**config.mk**
```make
export PLATFORM = sky130hd
export DESIGN_NAME = pdm_stream_serializer
export DESIGN_NICKNAME = d
export VERILOG_FILES = /design/src/rtl/pdm_stream_serializer.sv
export SDC_FILE = /design/constraint.sdc
export NUM_CORES = 1
export LEC_CHECK = 0
export CAP_MARGIN = 40
export CORE_MARGIN = 2
export CORE_UTILIZATION = 47
export DETAILED_ROUTE_END_ITERATION = 8
export HOLD_SLACK_MARGIN = 0.02
export MAX_ROUTING_LAYER = met4
export PLACE_DENSITY_LB_ADDON = 0.1
export REMOVE_ABC_BUFFERS = 1
export SYNTH_ARGS = -nofsm -noshare
export SYNTH_HDL_FRONTEND = slang
export SYNTH_SLANG_ARGS = --single-unit
```
**constraint.sdc**
```tcl
create_clock -name clock_i -period 2.8 [get_ports clock_i]
set_input_delay 0.28 -clock clock_i [delete_from_list [all_inputs] [get_ports clock_i]]
set_output_delay 0.28 -clock clock_i [all_outputs]
set_load 0.005 [all_outputs]
```
**src/rtl/pdm_stream_serializer.sv**
```systemverilog
// Word FIFO feeding a gapless serial audio shifter.
// Bit timing comes from a clock-enable strobe in the clock_i domain.
module pdm_stream_serializer #(
  parameter int DATA_WIDTH = 16,
  parameter int CLK_DIV    = 100,
  parameter int FIFO_DEPTH = 4,
  parameter bit LSB_FIRST  = 1'b1,
  parameter bit IDLE_LEVEL = 1'b0
) (
  input  logic                                 clock_i,
  input  logic                                 reset_i,
  input  logic                                 enable_i,
  input  logic [DATA_WIDTH-1:0]                data_i,
  input  logic                                 valid_i,
  output logic                                 ready_o,
  output logic [$clog2(FIFO_DEPTH+1)-1:0]      level_o,
  output logic                                 pdm_audio_o,
  output logic                                 pdm_sdaudio_o,
  output logic                                 done_o,
  output logic                                 underrun_o
);

  localparam int TW = (CLK_DIV > 1) ? $clog2(CLK_DIV) : 1;
  localparam int PW = (FIFO_DEPTH > 1) ? $clog2(FIFO_DEPTH) : 1;
  localparam int LW = $clog2(FIFO_DEPTH + 1);
  localparam int CW = (DATA_WIDTH > 1) ? $clog2(DATA_WIDTH) : 1;

  typedef enum logic {IDLE, SHIFT} state_t;

  logic [TW-1:0]         timer;
  logic                  tick;
  logic [DATA_WIDTH-1:0] mem [FIFO_DEPTH];
  logic [PW-1:0]         wr_ptr;
  logic [PW-1:0]         rd_ptr;
  logic [LW-1:0]         level;
  logic                  push;
  logic                  pop;
  logic                  empty;
  logic [DATA_WIDTH-1:0] head;

  state_t                state;
  state_t                state_n;
  logic [DATA_WIDTH-1:0] shreg;
  logic [DATA_WIDTH-1:0] shreg_n;
  logic [CW-1:0]         bitcnt;
  logic [CW-1:0]         bitcnt_n;
  logic                  armed;
  logic                  armed_n;
  logic                  audio_n;
  logic                  done_n;
  logic                  underrun_n;
  logic                  load;

  function automatic logic first_bit(
    input logic [DATA_WIDTH-1:0] w
  );
    return LSB_FIRST ? w[0] : w[DATA_WIDTH-1];
  endfunction

  function automatic logic [DATA_WIDTH-1:0] advance(
    input logic [DATA_WIDTH-1:0] w
  );
    return LSB_FIRST ? (w >> 1) : (w << 1);
  endfunction

  assign tick    = enable_i && (timer == TW'(CLK_DIV - 1));
  assign ready_o = (level != LW'(FIFO_DEPTH));
  assign empty   = (level == '0);
  assign push    = valid_i && ready_o;
  assign head    = mem[rd_ptr];
  assign level_o = level;

  always_ff @(posedge clock_i) begin
    if (reset_i || !enable_i || tick) timer <= '0;
    else                              timer <= timer + 1'b1;
  end

  always_ff @(posedge clock_i) begin
    if (push) mem[wr_ptr] <= data_i;
  end

  always_ff @(posedge clock_i) begin
    if (reset_i) begin
      wr_ptr <= '0;
      rd_ptr <= '0;
      level  <= '0;
    end else begin
      if (push) wr_ptr <= wr_ptr + 1'b1;
      if (pop)  rd_ptr <= rd_ptr + 1'b1;
      if (push && !pop)      level <= level + 1'b1;
      else if (pop && !push) level <= level - 1'b1;
    end
  end

  always_comb begin
    state_n    = state;
    shreg_n    = shreg;
    bitcnt_n   = bitcnt;
    armed_n    = armed;
    audio_n    = pdm_audio_o;
    done_n     = 1'b0;
    underrun_n = underrun_o;
    load       = 1'b0;
    pop        = 1'b0;
    if (!enable_i) begin
      state_n    = IDLE;
      bitcnt_n   = '0;
      armed_n    = 1'b0;
      audio_n    = IDLE_LEVEL;
      underrun_n = 1'b0;
    end else if (tick) begin
      unique case (state)
        IDLE: begin
          if (!empty) begin
            load = 1'b1;
          end else begin
            audio_n = IDLE_LEVEL;
            if (armed) underrun_n = 1'b1;
          end
        end
        SHIFT: begin
          if (bitcnt != CW'(DATA_WIDTH - 1)) begin
            audio_n  = first_bit(shreg);
            shreg_n  = advance(shreg);
            bitcnt_n = bitcnt + 1'b1;
          end else begin
            done_n = 1'b1;
            if (!empty) begin
              load = 1'b1;
            end else begin
              audio_n    = IDLE_LEVEL;
              underrun_n = 1'b1;
              state_n    = IDLE;
            end
          end
        end
      endcase
      // Next word starts on this tick so the line never gaps.
      if (load) begin
        pop      = 1'b1;
        audio_n  = first_bit(head);
        shreg_n  = advance(head);
        bitcnt_n = '0;
        armed_n  = 1'b1;
        state_n  = SHIFT;
      end
    end
  end

  always_ff @(posedge clock_i) begin
    if (reset_i) begin
      state         <= IDLE;
      shreg         <= '0;
      bitcnt        <= '0;
      armed         <= 1'b0;
      pdm_audio_o   <= IDLE_LEVEL;
      pdm_sdaudio_o <= 1'b0;
      done_o        <= 1'b0;
      underrun_o    <= 1'b0;
    end else begin
      state         <= state_n;
      shreg         <= shreg_n;
      bitcnt        <= bitcnt_n;
      armed         <= armed_n;
      pdm_audio_o   <= audio_n;
      pdm_sdaudio_o <= enable_i;
      done_o        <= done_n;
      underrun_o    <= underrun_n;
    end
  end

endmodule
```
==> results of run 1 <==
-- kinds of logic after synthesis --
kind of cell    count (synthesis)  synth area share
compound gates                 69             0.104
buf+inv                        22            0.0218
simple gates                   54            0.0721
mux                            19            0.0948
xor+xnor                        8            0.0170
flops                         105             0.664
fa+ha+maj                       8            0.0261
-- through the flow --
stage	total power, mW	hold WS [ns]	setup WS, ns	instance area, µm²	cells
final	3.04	0.460	0.408	4790	436
after detailed placement	2.18	0.446	0.162	4600	420
after global routing	3.18	0.491	0.230	4790	436
after floorplan	1.98	0.349	0.384	4060	269
after global placement	2.16	0.432	0.290	4580	419
after CTS	3.08	0.464	0.408	4790	436
-- sequential cells by signal, indices dropped and copies added, names as in the netlist, named ones only --
name,flops
pdm_sdaudio_o,1
armed,1
shreg,15
bitcnt,4
wr_ptr,2
done_o,1
underrun_o,1
timer,7
state,1
level_o,3
mem,64
pdm_audio_o,1
rd_ptr,2
-- cell usage in the layout (no fill, tap or decap), drive strengths merged, types with 2 or more instances in the layout --
master	instances
xnor2	4
dfxtp	41
nor3b	2
nand2	8
and3	2
or3	3
edfxtp	64
mux4	16
a21oi	26
and2	4
nor2b	2
buf	16
mux2i	2
clkdlybuf4s50	27
nand3	7
clkbuf	10
nor2	16
nand2b	2
o21ai	22
inv	11
a32oi	14
ha	7
nor4	3
xor2	4
-- power by group --
part | switching (mW) | total, mW | internal [mW] | leakage (nW)
logic | 0.209 | 0.366 | 0.157 | 0.524
registers | 0.0368 | 1.77 | 1.73 | 0.918
clock network | 0.549 | 0.903 | 0.354 | 0.0985
total | 0.795 | 3.04 | 2.24 | 1.54
-- final cells by class --
cell class	count	area [µm²]
Inverter	6	22.5
Clock inverter	6	65.1
Timing Repair Buffer	43	398
Fill cell	721	3850
Multi-Input combinational cell	158	1300
Sequential cell	105	2740
Tap cell	108	135
Clock buffer	10	128
-- final timing paths --
kind	startpoint	endpoint	slack [ns]	depth (start not counted)
worst max-delay path	timer[0]$_SDFF_PP0_	level_o[2]$_SDFFE_PP0P_	0.41	10
worst min-delay path	timer[0]$_SDFF_PP0_	timer[0]$_SDFF_PP0_	0.46	1
worst max register to register	timer[0]$_SDFF_PP0_	level_o[2]$_SDFFE_PP0P_	0.41	10
worst min register to register	timer[0]$_SDFF_PP0_	timer[0]$_SDFF_PP0_	0.46	1
-- metal layers --
layer / wire (µm) / share of wire / vias to the layer above
met3: 195 / 0.025 / 8
met1: 3560 / 0.46 / 1229
met2: 3830 / 0.50 / 43
met4: 93 / 0.012 / 0
met5: 0 / 0 / -
li1: - / - / 1169
==> flow_summary.json, run 1 <==
{
  "netlist_area_um2": 4130,
  "crit_path_start_kind": "flop",
  "fin_skew_ns": 0.00991,
  "period_minus_slack_ns": 2.39,
  "maxCapViolCount": 0,
  "start_util": 0.478,
  "die_x_um": 97.7,
  "hold_buffers": 0,
  "path_cells": "ha_1, nand4b_1, a211oi_4, nand2_1, ha_1, inv_1, fa_1, xor2_1, or3_1, a21oi_1",
  "critPathCaptureType": "flop",
  "slew_violations": 0,
  "final_antenna_net_count": 0,
  "ys_top_cells_by_area": "edfxtp_1, dfxtp_1, mux4_2",
  "antenna_found_initial": 0,
  "grt_use_total": 0.179,
  "synth-edff-count": 64,
  "grt_util_met1": 0.238,
  "fmax_ghz": 0.418,
  "first_pass_iters": 4,
  "fin_nets": 351,
  "wire_per_inst_um": 17.6,
  "worstPathArrival_ns": 2.69,
  "yosysTopAreaCell": "edfxtp_1",
  "crit_required_ns": 3.10,
  "path_max_fanout": 4,
  "place.gp.congestion": 0.799,
  "critPathTopFamily": "simple AND/OR/NAND/NOR gates",
  "dpl.hpwl_um": 4850,
  "leakage_nw": 1.54,
  "syn_to_final_growth_pct": 15.9,
  "routed_via_density": 5.62,
  "ir_worst_vdd_uv": 370,
  "grt_pass1_vias": 2445,
  "yosys_warnings": 0,
  "grt_overflow": 0,
  "drive_above_1_share": 0.155,
  "cpPeakStageDelay_ns": 0.37,
  "tightest_slew_ns": 0.492,
  "cts_setup_buffers": 0,
  "drc": 0,
  "clk_pin_slew_ns": 0.10,
  "cts_buffers": 9,
  "pin_count": 28,
  "synthFlopType": "edfxtp_1",
  "grt_use_met3": 0.0515,
  "worstSetupPathType": "flop to flop",
  "crit_top_cell": "ha_1",
  "grt_pass1_wl_um": 12800,
  "core_um2": 8640,
  "finalSetupTns_ns": 0,
  "synth.most_common_cell": "edfxtp_1",
  "status": "complete, no violations",
  "die_h_um": 97.7,
  "vias": 2449,
  "async_reset_ff_frac": 0,
  "min_path_type": "flop to flop",
  "routed_wl_um": 7670,
  "clk_path_buf_depth": 2,
  "fin_crit_sh": 0.854,
  "ys_top_cells_by_count": "edfxtp_1, dfxtp_1, a21oi_1, o21ai_0",
  "busiest_layer": "met2",
  "ys_ff_latch": 105,
  "rows": 34,
  "synth_cells": 285,
  "num_antenna_cells": 0,
  "max_slew_margin": 0.671,
  "power.density_nw_per_um2": 635,
  "grt_setup_unrepaired": "false",
  "use_met2": 0.274,
  "synth_area_per_cell_um2": 14.5,
  "final-setup-viol-count": 0,
  "clock_sinks": 105,
  "cts-root-buf": "clkbuf_8",
  "io_buffer_count": 27,
  "cts_tree": "done",
  "fin_util": 0.554,
  "drtIter0Drc": 168,
  "synth_seq_area_share": 0.664,
  "htree_levels": 3,
  "dieArea_um2": 9550,
  "hold_violations": 0,
  "clock_latency_ns": 0.37,
  "synth_cell_types": 39,
  "post_cts_resized": 0,
  "path_buf_inv": 1,
  "synth_top_area_frac": 0.465,
  "grt_max_degree": 25,
  "cp_slowest_cell": "dfxtp_1"
}
(Power assumes the default switching activity.)
==> run 2: changes to the inputs <==
--- a/config.mk
+++ b/config.mk
@@ -13,6 +13,7 @@
 export MAX_ROUTING_LAYER = met4
 export PLACE_DENSITY_LB_ADDON = 0.1
 export REMOVE_ABC_BUFFERS = 1
+export SLEW_MARGIN = 20
 export SYNTH_ARGS = -nofsm -noshare
 export SYNTH_HDL_FRONTEND = slang
 export SYNTH_SLANG_ARGS = --single-unit
==> constraint.sdc (replaced) <==
create_clock -name clock_i -period 2.94 [get_ports clock_i]
set_input_delay 0.294 -clock clock_i [delete_from_list [all_inputs] [get_ports clock_i]]
set_output_delay 0.294 -clock clock_i [all_outputs]
set_load 0.005 [all_outputs]
==> run 2 against run 1 <==
Largest cell class unchanged; sequential power down 5%; first-iteration DRC count down 30%; register-to-register slack better by 0.24 ns; clock power fell by 3.7%.
==> flow_summary.json, run 2 (synthesis gave the netlist of run 1 again) <==
{
  "grt_max_degree": 25,
  "fin_crit_sh": 0.780,
  "finalSetupTns_ns": 0,
  "rows": 34,
  "start_util": 0.478,
  "power_frac_clock": 0.300,
  "grt_setup_unrepaired": "false",
  "num_antenna_cells": 0,
  "tightest_slew_ns": 0.451,
  "vias": 2398,
  "path_max_fanout": 4,
  "cts_setup_buffers": 0,
  "clock_latency_ns": 0.36,
  "worstSetupPathType": "flop to flop",
  "top_register": "mem",
  "place.gp.congestion": 0.735,
  "cpPeakStageDelay_ns": 0.36,
  "leakage_nw": 1.53,
  "dieArea_um2": 9550,
  "cp_slowest_cell": "dfxtp_1",
  "final_antenna_net_count": 0,
  "cts-root-buf": "clkbuf_8",
  "io_buffer_count": 27,
  "fin_nets": 348,
  "worstReg2RegStart": "timer[0]$_SDFF_PP0_",
  "crit_top_cell": "ha_1",
  "core_um2": 8640,
  "drtIter0Drc": 117,
  "maxCapViolCount": 0,
  "clock_sinks": 105,
  "crit_required_ns": 3.24,
  "grt_pass1_vias": 2383,
  "fillers": 729,
  "final_common_cell": "edfxtp_1",
  "clk_pin_slew_ns": 0.10,
  "crit_path_start_kind": "flop",
  "max_slew_margin": 0.699,
  "hold_buffers": 0,
  "ir_worst_vdd_uv": 306,
  "antenna_found_initial": 0,
  "path_buf_inv": 1,
  "largest_reg_flops": 64,
  "crit_start": "timer[0]$_SDFF_PP0_",
  "pre_cts_slack_ns": 0.357,
  "drc": 0,
  "drive_above_1_share": 0.151,
  "wire_per_inst_um": 17.4,
  "slew_violations": 0,
  "first_pass_iters": 4,
  "regArea_um2": 2740,
  "dpl.hpwl_um": 4620,
  "final_cell_mix": "edfxtp_1, dfxtp_1, clkdlybuf4s50_1",
  "pin_count": 28,
  "grt_pass1_wl_um": 12400,
  "die_x_um": 97.7,
  "critPathCaptureType": "flop",
  "multiInputGateArea_um2": 1300,
  "power.density_nw_per_um2": 607,
  "grt_use_total": 0.174,
  "clk_path_buf_depth": 2,
  "reg_top3": "mem x64, shreg x15, timer x7",
  "routed_via_density": 5.54,
  "syn_to_final_growth_pct": 15.5,
  "fmax_ghz": 0.436,
  "post_cts_resized": 0,
  "routed_wl_um": 7530,
  "p_seq_frac": 0.582,
  "final-setup-viol-count": 0,
  "path_cells": "ha_1, nand4b_1, a211oi_4, nand2_1, ha_1, inv_1, fa_1, xor2_1, or3_1, a21oi_1",
  "cts_tree": "done",
  "min_path_type": "flop to flop",
  "postLayoutSetupSlackWorst_ns": 0.646,
  "switching_share": 0.258,
  "period_minus_slack_ns": 2.29,
  "htree_levels": 3,
  "worstPathArrival_ns": 2.59,
  "pwr-share-comb": 0.117,
  "worstHoldStart": "timer[0]$_SDFF_PP0_",
  "cts_buffers": 9,
  "grt_overflow": 0,
  "p_switching_mw": 0.748,
  "die_h_um": 97.7,
  "hold_violations": 0,
  "fin_skew_ns": 0.0116,
  "critPathTopFamily": "simple AND/OR/NAND/NOR gates",
  "p_int_mw": 2.15,
  "status": "complete, no violations"
}
## run 2: worst paths after layout
| check | cells after the start | slack [ns] | endpoint |
|---|---|---|---|
| max | 10 | 0.65 | level_o[2]$_SDFFE_PP0P_ |
| min | 1 | 0.46 | timer[0]$_SDFF_PP0_ |
| max reg2reg | 10 | 0.65 | level_o[2]$_SDFFE_PP0P_ |
| min reg2reg | 1 | 0.46 | timer[0]$_SDFF_PP0_ |
## run 2: through the flow
stage / instances / hold WS, ns / util / area (µm²) / power [mW]
floorplan: 269 / 0.363 / - / 4060 / 1.89
global placement: 416 / 0.429 / 0.528 / 4560 / 2.06
detailed placement: 417 / 0.438 / 0.530 / 4570 / 2.06
CTS: 433 / 0.453 / 0.552 / 4770 / 2.94
global route: 433 / 0.486 / 0.552 / 4770 / 3.03
finish: 433 / 0.458 / 0.552 / 4770 / 2.90
## run 2: per-layer routing
metal | up-vias | track usage | wire length (µm)
met5 | - | - | 0
met4 | 0 | 0.0449 | 68
met3 | 4 | 0.0437 | 307
met2 | 45 | 0.272 | 3600
met1 | 1186 | 0.232 | 3560
li1 | 1163 | - | -
## run 2: power by group through the flow
stage          Clock, mW  Combinational (mW)  Sequential, mW
6_report           0.870               0.340            1.69
5_1_grt            0.957               0.373            1.70
4_1_cts            0.907               0.342            1.69
3_5_place_dp           0               0.340            1.72
3_3_place_gp           0               0.337            1.72
2_1_floorplan          0               0.174            1.71
## run 2: layout make-up
type	instances	area share
sequential	105	0.575
multi-input combinational	158	0.272
timing repair buffer	40	0.0787
clock buffer	10	0.0288
tap	108	0.0283
clock inverter	6	0.0126
inverter	6	0.00472
## run 2: worst reg2reg max path, delay by kind of cell, from the launching register on
kind,cells,cell delay (ns)
simple gates,3,0.70
fa+ha+maj,3,0.61
compound gates,2,0.41
flops,1,0.36
buf+inv,1,0.08
xor+xnor,1,0.07
==> run 3: changes to the inputs <==
==> constraint.sdc (replaced) <==
create_clock -name clock_i -period 2.09 [get_ports clock_i]
set_input_delay 0.209 -clock clock_i [delete_from_list [all_inputs] [get_ports clock_i]]
set_output_delay 0.209 -clock clock_i [all_outputs]
set_load 0.005 [all_outputs]
==> run 3 against run 2 <==
The run now ends with negative setup slack left; fmax grew 6.5%; via count grew 4.8%; clock skew grew 0.0019 ns; critical path depth is the same; sequential cell count is the same; die area is the same; power grew 43%; final cell count grew 5.5%; global-route usage grew 0.83 points; first-iteration DRC count shrank 21%; hold slack gained 0.0099 ns; largest power group unchanged.
==> flow_summary.json, run 3 (synthesis gave the netlist of run 1 again) <==
{
  "status": "finished with violations",
  "violations": "negative setup slack",
  "crit_path_start_kind": "flop",
  "grt_setup_unrepaired": "true",
  "grt_use_total": 0.183,
  "largest_reg_flops": 64,
  "routed_wl_um": 7920,
  "final_common_cell": "edfxtp_1",
  "worstPathArrival_ns": 2.46,
  "tightest_slew_ns": 0.392,
  "final_antenna_net_count": 0,
  "top_register": "mem",
  "worstReg2RegStart": "timer[1]$_SDFF_PP0_",
  "fin_skew_ns": 0.0135,
  "vias": 2514,
  "path_max_fanout": 2,
  "total_power_mw": 4.14,
  "dieArea_um2": 9550,
  "start_util": 0.478,
  "syn_to_final_growth_pct": 22.8,
  "htree_levels": 3,
  "drive_above_1_share": 0.238,
  "ir_worst_vdd_uv": 502,
  "endpoint": "level_o[2]$_SDFFE_PP0P_",
  "fmax_ghz": 0.464,
  "place.gp.congestion": 0.745,
  "worstSetupPathType": "flop to flop",
  "grt_max_degree": 23,
  "grt_pass1_wl_um": 13100,
  "min_path_type": "input pin to flop",
  "dpl.hpwl_um": 5070,
  "io_buffer_count": 27,
  "maxCapViolCount": 0,
  "leakage_nw": 1.66,
  "final-setup-viol-count": 1,
  "clock_latency_ns": 0.37,
  "power.density_nw_per_um2": 817,
  "routed_via_density": 5.50,
  "pin_count": 28,
  "hold_violations": 0,
  "crit_required_ns": 2.39,
  "fin_crit_sh": 1.03,
  "slew_violations": 0,
  "grt_overflow": 0,
  "wire_per_inst_um": 17.3,
  "max_slew_margin": 0.738,
  "clk_path_buf_depth": 2,
  "die_h_um": 97.7,
  "cts-root-buf": "clkbuf_8",
  "r2r_slack_ns": -0.06,
  "first_pass_iters": 4,
  "clk_pin_slew_ns": 0.11,
  "clock_sinks": 105,
  "regToRegEndpoint": "level_o[2]$_SDFFE_PP0P_",
  "period_minus_slack_ns": 2.15,
  "grt_pass1_vias": 2538,
  "postLayoutSetupSlackWorst_ns": -0.0647,
  "core_um2": 8640,
  "fin_nets": 372,
  "cts_tree": "done",
  "final_cell_mix": "edfxtp_1, dfxtp_1, buf_4",
  "drc": 0,
  "rows": 34,
  "fin_util": 0.588,
  "critPathCaptureType": "flop",
  "antenna_found_initial": 0,
  "reg_top3": "mem x64, shreg x15, timer x7",
  "die_x_um": 97.7,
  "crit_start": "timer[1]$_SDFF_PP0_",
  "num_antenna_cells": 0,
  "hold_buffers": 0,
  "r2r_cells": 10,
  "cts_buffers": 9,
  "drtIter0Drc": 93
}
## run 3: cell count changes in the layout (fill, tap and decap cells not counted), sizes merged
| cell | previous run | this run |
|---|---|---|
| buf | 13 | 37 |
## run 3: worst min path at each step
stage / from / to / slack, ns / cells after the start
after global placement: timer[0]$_SDFF_PP0_ / timer[0]$_SDFF_PP0_ / 0.43 / 1
after floorplan: reset_i / flop / 0.28 / 1
after global routing: data_i[3] / mem[2][3]$_DFFE_PP_ / 0.46 / 1
after detailed placement: timer[0]$_SDFF_PP0_ / timer[0]$_SDFF_PP0_ / 0.44 / 1
final: data_i[4] / mem[0][4]$_DFFE_PP_ / 0.47 / 1
after CTS: data_i[4] / mem[3][4]$_DFFE_PP_ / 0.45 / 1
## run 3: routing by layer
layer	part of all wire	vias to the layer above	track usage
met5	0	-	-
met4	0.0080	0	0.0449
met3	0.030	4	0.0487
met2	0.51	41	0.297
met1	0.45	1256	0.231
li1	-	1213	-
## run 3: stage by stage
step / area (µm²) / hold slack (ns) / instances / setup WS [ns] / TNS (ns)
after global routing: 5070 / 0.461 / 457 / -0.189 / -0.266
final: 5070 / 0.468 / 457 / -0.0647 / -0.0647
after detailed placement: 4800 / 0.441 / 436 / -0.341 / -0.888
after CTS: 5020 / 0.451 / 454 / 0.0172 / 0
after floorplan: 4060 / 0.278 / 269 / -0.326 / -0.607
after global placement: 4800 / 0.429 / 436 / -0.306 / -0.743
## run 3: layout make-up
cell class              instances  area (µm²)
repair buffers                 64         636
fillers                       689        3560
clock buffers                  10         128
inverters                       6        22.5
clock inverters                 6        67.6
multi-input cells             158        1340
well taps                     108         135
flip-flops and latches        105        2750
## run 3: critical path, stage by stage (launching register included)
cell and delay (ns):
dfxtp_2 0.37, ha_4 0.14, nand4b_1 0.21, a211oi_4 0.28, nand2_1 0.08, ha_2 0.19
inv_2 0.07, fa_2 0.21, xor2_2 0.07, or3_4 0.36, a21oi_2 0.11
## run 3: what timing repair did
item / 4_1_cts / 5_1_grt
gates resized for setup: 4 / 8
buffers inserted: 2 / 4
endpoints found under the hold margin: 0 / 0
setup endpoints to repair: 1 / 3
gates cloned: 0 / 0
pin swaps: 0 / 10
## run 3: power breakdown
part           leakage (nW)  switching, mW  internal [mW]  total (mW)
clock                0.0978          0.738          0.472        1.21
sequential            0.919         0.0371           2.32        2.36
combinational         0.647          0.312          0.263       0.575
